**src/rtl/alu_seq.sv**
```systemverilog
// Multi-cycle LEGv8 ALU: single-cycle logic/arith ops with NZCV flags and an
// iterative shift-add unsigned multiply, valid/ready on both input and output.
`timescale 1ns/1ps

module alu_seq #(
    parameter int N = 64
) (
    input  logic         clk,
    input  logic         reset,
    input  logic         in_valid,
    output logic         in_ready,
    input  logic [N-1:0] a,
    input  logic [N-1:0] b,
    input  logic [3:0]   ALUcontrol,
    output logic         out_valid,
    input  logic         out_ready,
    output logic [N-1:0] result,
    output logic         zero,
    output logic         negative,
    output logic         carry,
    output logic         overflow,
    output logic         illegal
);

    localparam int CNT_W = $clog2(N + 1);

    localparam logic [3:0] OP_AND   = 4'b0000;
    localparam logic [3:0] OP_OR    = 4'b0001;
    localparam logic [3:0] OP_ADD   = 4'b0010;
    localparam logic [3:0] OP_SUB   = 4'b0110;
    localparam logic [3:0] OP_PASSB = 4'b0111;
    localparam logic [3:0] OP_MUL   = 4'b1000;

    typedef enum logic [1:0] {
        S_IDLE,
        S_MUL,
        S_DONE
    } state_e;

    state_e           state_q, state_d;
    logic [N-1:0]     result_q, result_d;
    logic             zero_q, zero_d;
    logic             negative_q, negative_d;
    logic             carry_q, carry_d;
    logic             overflow_q, overflow_d;
    logic             illegal_q, illegal_d;
    logic [2*N-1:0]   mcand_q, mcand_d;
    logic [N-1:0]     mplier_q, mplier_d;
    logic [2*N-1:0]   acc_q, acc_d;
    logic [CNT_W-1:0] cnt_q, cnt_d;

    // SUB is a + ~b + 1 so bit N is the inverted borrow (a >= b unsigned).
    logic [N:0] add_sum, sub_sum;
    assign add_sum = {1'b0, a} + {1'b0, b};
    assign sub_sum = {1'b0, a} + {1'b0, ~b} + {{N{1'b0}}, 1'b1};

    logic [N-1:0] alu_res;
    logic         alu_c, alu_v, alu_ill;

    // NOTE: every always_comb output gets a default first, so no path can infer a latch.
    always_comb begin
        alu_res = '0;
        alu_c   = 1'b0;
        alu_v   = 1'b0;
        alu_ill = 1'b0;
        case (ALUcontrol)
            OP_AND:   alu_res = a & b;
            OP_OR:    alu_res = a | b;
            OP_ADD: begin
                alu_res = add_sum[N-1:0];
                alu_c   = add_sum[N];
                alu_v   = (a[N-1] == b[N-1]) && (add_sum[N-1] != a[N-1]);
            end
            OP_SUB: begin
                alu_res = sub_sum[N-1:0];
                alu_c   = sub_sum[N];
                alu_v   = (a[N-1] != b[N-1]) && (sub_sum[N-1] != a[N-1]);
            end
            OP_PASSB: alu_res = b;
            OP_MUL:   alu_res = '0;
            default:  alu_ill = 1'b1;
        endcase
    end

    logic [2*N-1:0] acc_step;
    assign acc_step = mplier_q[0] ? acc_q + mcand_q : acc_q;

    always_comb begin
        state_d    = state_q;
        result_d   = result_q;
        zero_d     = zero_q;
        negative_d = negative_q;
        carry_d    = carry_q;
        overflow_d = overflow_q;
        illegal_d  = illegal_q;
        mcand_d    = mcand_q;
        mplier_d   = mplier_q;
        acc_d      = acc_q;
        cnt_d      = cnt_q;
        case (state_q)
            S_IDLE: begin
                if (in_valid) begin
                    if (ALUcontrol == OP_MUL) begin
                        mcand_d  = {{N{1'b0}}, a};
                        mplier_d = b;
                        acc_d    = '0;
                        cnt_d    = CNT_W'(N);
                        state_d  = S_MUL;
                    end else begin
                        result_d   = alu_res;
                        zero_d     = (alu_res == '0);
                        negative_d = alu_res[N-1];
                        carry_d    = alu_c;
                        overflow_d = alu_v;
                        illegal_d  = alu_ill;
                        state_d    = S_DONE;
                    end
                end
            end
            S_MUL: begin
                acc_d    = acc_step;
                mcand_d  = mcand_q << 1;
                mplier_d = mplier_q >> 1;
                cnt_d    = cnt_q - CNT_W'(1);
                // Last iteration: publish straight from the adder to keep latency at N+1.
                if (cnt_q == CNT_W'(1)) begin
                    result_d   = acc_step[N-1:0];
                    zero_d     = (acc_step[N-1:0] == '0);
                    negative_d = acc_step[N-1];
                    carry_d    = 1'b0;
                    overflow_d = |acc_step[2*N-1:N];
                    illegal_d  = 1'b0;
                    state_d    = S_DONE;
                end
            end
            S_DONE: begin
                if (out_ready) state_d = S_IDLE;
            end
            default: state_d = S_IDLE;
        endcase
    end

    // NOTE: the multiply datapath registers are reset too, so a mid-MUL reset leaves no stale state.
    always_ff @(posedge clk or negedge reset) begin
        if (!reset) begin
            state_q    <= S_IDLE;
            result_q   <= '0;
            zero_q     <= 1'b0;
            negative_q <= 1'b0;
            carry_q    <= 1'b0;
            overflow_q <= 1'b0;
            illegal_q  <= 1'b0;
            mcand_q    <= '0;
            mplier_q   <= '0;
            acc_q      <= '0;
            cnt_q      <= '0;
        end else begin
            // NOTE: non-blocking assignments so every register samples pre-edge values.
            state_q    <= state_d;
            result_q   <= result_d;
            zero_q     <= zero_d;
            negative_q <= negative_d;
            carry_q    <= carry_d;
            overflow_q <= overflow_d;
            illegal_q  <= illegal_d;
            mcand_q    <= mcand_d;
            mplier_q   <= mplier_d;
            acc_q      <= acc_d;
            cnt_q      <= cnt_d;
        end
    end

    assign in_ready  = (state_q == S_IDLE);
    assign out_valid = (state_q == S_DONE);
    assign result    = result_q;
    assign zero      = zero_q;
    assign negative  = negative_q;
    assign carry     = carry_q;
    assign overflow  = overflow_q;
    assign illegal   = illegal_q;

endmodule

```
**config.mk**
```make
export PLATFORM = sky130hd
export DESIGN_NAME = alu_seq
export DESIGN_NICKNAME = d
export VERILOG_FILES = /design/src/rtl/alu_seq.sv
export SDC_FILE = /design/constraint.sdc
export NUM_CORES = 2
export LEC_CHECK = 0
export CORE_ASPECT_RATIO = 1.1
export CORE_MARGIN = 2
export CORE_UTILIZATION = 32
export CTS_CLUSTER_SIZE = 16
export DETAILED_ROUTE_END_ITERATION = 16
export DONT_BUFFER_PORTS = 1
export SLEW_MARGIN = 20
export SYNTH_ARGS = -nofsm -noshare
export SYNTH_HDL_FRONTEND = slang
export SYNTH_SLANG_ARGS = --single-unit
```
**constraint.sdc**
```tcl
create_clock -name clk -period 12.7 [get_ports clk]
set_clock_uncertainty 0.05 [all_clocks]
set_input_delay 1.905 -clock clk [delete_from_list [all_inputs] [get_ports clk]]
set_output_delay 1.905 -clock clk [all_outputs]
set_load 0.01 [all_outputs]
```
==> flow_summary.ini <==
[outcome]
status = complete, but fails checks
violations = max-slew violations

[grt]
grt_pass1_wl_mm = 230
antenna_found_initial = 2
gr-total-overflow = 0
grt_pass1_vias = 35600
grt_max_degree = 398
track_usage_pct = 25.1

[timing]
finalHoldViolCount = 0
post-route-period-util_pct = 53.6
rsz0062_at_grt = false
setup-tns-final_ns = 0
worst_slack_ns = 5.89
period_minus_slack_ns = 6.81
max_freq_mhz = 147
setup_viol = 0
tightestPinTransition_ns = 1.66
drv_slew = 118
max_slew_margin_pct = -10.6

[detailed_routing]
ant_nets = 0
first_iter_violations = 4352
dr_wl_met3_mm = 12.4
top_layer = met5
post-route-drc-count = 0
wl_met1_mm = 65.2
routedWlPerCell_um = 25.4
detail_route.first_pass.iterations = 9
via_count = 37200
met2_length_mm = 70.3
drt-vias-per-instance = 6.09
wl_mm = 155

[power_and_ir_drop]
power_density_nw_per_um2 = 169
p_comb_share_pct = 45.0
clockPowerShare_pct = 22.0
vdd_drop_max_v = 0.000116
p_switching_w = 0.00313
p_leak_nw = 18.1
p_int_w = 0.00366
sw_frac_of_total_pct = 46.1
seqPwrFrac_pct = 33.0

[place]
port_buffers = 0
dpl_cell_area_um2 = 38400
place_congestion = 0.991
place_ws_ns = 5.41
dp_hpwl_mm = 120

[logic_synthesis]
netlist_instances = 4755
yosysSeqAreaShare_pct = 26.6
ys_warn_count = 0
ys_ff_latch = 397
synth_fp_nets = 5230
synth_flop_cell = dfrtp_1
netlist_area_um2 = 37300
synth_cell_types = 103
synth-async-reset-ratio_pct = 100
synth_edf_count = 0
avgSynthCellArea_um2 = 7.85

[worst_setup_path]
startpoint_type = input port
crit_path_max_fanout = 5
cp-end-kind = flip-flop
required_ns = 13.24
arrival_ns = 7.35
worstSetupPathType = input port to flip-flop

[clock_tree]
cts_hold_repair.buffers = 0
post_cts_resized = 0
cts.htree.levels = 2
clock_sinks = 397
cts.root.buffer_cell = clkbuf_16
cts_made_buffers = 49
clk_path_buf_depth = 3
clkSlewWorstSetupHoldPaths_ns = 0.07
insertion_delay_ns = 0.67
post-cts-setup-buffers = 0
cts_tree = done

[layout]
mostFrequentLayoutCell = a21oi_1
final_layout_size_suffix_gt1_share_pct = 4.26
final_cell_mix = a21oi_1, nand2_1, dfrtp_1
final_area_um2 = 40100
area_growth_syn_to_layout_pct = 7.35
finalNetCount = 5016

[floorplanning]
pin_count = 207
dieWidth_um = 330
start_util_pct = 32.2
rows = 131
dieArea_um2 = 119000
core_um2 = 116000
die_h_um = 362

[hold_path]
min_path_type = flip-flop to flip-flop

[run]
maxCapViolations = 0
[power by group through the flow]
| stage | registers, W | logic, W | clock network [W] |
|---|---|---|---|
| 4_1_cts | 0.00223 | 0.00300 | 0.00152 |
| 5_1_grt | 0.00227 | 0.00334 | 0.00156 |
| 2_1_floorplan | 0.00196 | 0.00226 | 0 |
| 3_5_place_dp | 0.00225 | 0.00299 | 0 |
| 6_report | 0.00224 | 0.00305 | 0.00149 |
| 3_3_place_gp | 0.00224 | 0.00296 | 0 |
[cells in the mapped netlist, types with 27 or more instances]
master    count  area (um2)
a31oi_1      30         188
a22o_1       91         797
a222oi_1    136        1360
a22oi_1      31         233
nor3_1       92         460
a21o_1       90         676
o211ai_1     42         315
a21oi_1     460        2300
inv_1       391        1470
buf_1        34         128
xor2_1       60         526
nor2b_1      29         181
ha_1        336        4200
o21ai_0     381        1910
clkbuf_1    234         878
o21bai_1     61         458
nor2_1      364        1370
nor4_1       57         357
nand2b_1     31         194
nand4_1     108         676
and3_1       27         169
o31ai_1      40         300
a211oi_1     46         345
nand3_1      66         330
mux2i_1     124        1240
nand2_1     453        1700
xnor2_1     105         920
o21a_1       28         210
dfrtp_1     397        9930
[flip-flops by register name (all words and copies together) (netlist names), 2 cells and up]
name	cells
acc_q	128
mcand_q	128
mplier_q	64
result	64
cnt_q	7
state_q	2
[final timing paths]
check / startpoint / end / slack [ns] / cells after the start
setup / recovery: a[7] / zero$_DFFE_PN0P_ / 5.89 / 17
hold / removal: mplier_q[15]$_DFFE_PN0P_ / mplier_q[14]$_DFFE_PN0P_ / 0.45 / 2
setup reg to reg: mcand_q[24]$_DFFE_PN0P_ / overflow$_DFFE_PN0P_ / 6.56 / 16
hold reg to reg: mplier_q[15]$_DFFE_PN0P_ / mplier_q[14]$_DFFE_PN0P_ / 0.45 / 2
max in group asynchronous: reset / mcand_q[116]$_DFFE_PN0P_ / 10.39 / 0
min in group asynchronous: reset / mplier_q[7]$_DFFE_PN0P_ / 0.93 / 0
[per-stage QoR]
step                cells  hold WS (ns)  total power (W)  utilization (%)
global route         6106         0.474          0.00718             34.6
CTS                  6106         0.449          0.00676             34.6
global placement     6019         0.434          0.00520             33.1
finish               6108         0.450          0.00678             34.6
detailed placement   6019         0.440          0.00523             33.1
floorplan            4755         0.414          0.00422                -
[layer usage]
layer / vias to the layer above / track usage [%]
met4: 4 / 10.5
li1: 17100 / -
met1: 18300 / 33.0
met5: - / 0
met3: 314 / 4.42
met2: 1560 / 40.2
[final cells by class]
class                           count  area [um2]
Clock buffer                       62        1340
Sequential cell                   397        9940
Antenna cell                        2        5.00
Tap cell                         1529        1910
Clock inverter                     25         339
Timing Repair Buffer               32         265
Fill cell                       12200       75800
Inverter                          396        1490
Multi-Input combinational cell   3665       24800
[kinds of logic (layout without fill, tap and decap cells)]
logic type,after synthesis,after routing,share of synthesized area (%)
buf+inv,693,515,7.15
other cells,0,2,0
fa+ha+maj,339,339,11.4
mux,133,133,3.60
flops,397,397,26.6
xor+xnor,165,165,3.87
simple gates,1346,1346,17.0
compound gates,1682,1682,30.3
[worst max-delay path: stages]
cell and delay [ns]:
inv_1 0.03, ha_1 0.36, nor2_1 0.32, o21ai_0 0.21, a21boi_1 0.38, nor2_1 0.09, o21ai_0 0.66, a22oi_1 0.29
xnor2_1 0.18, a222oi_1 0.71, nand3_1 0.37, nor4_1 0.64, nand4b_1 0.20, nor4_1 0.21, nand4_1 0.13, or4_1 0.50
o21ai_1 0.16
No activity file was read; power rests on OpenSTA's default activity.
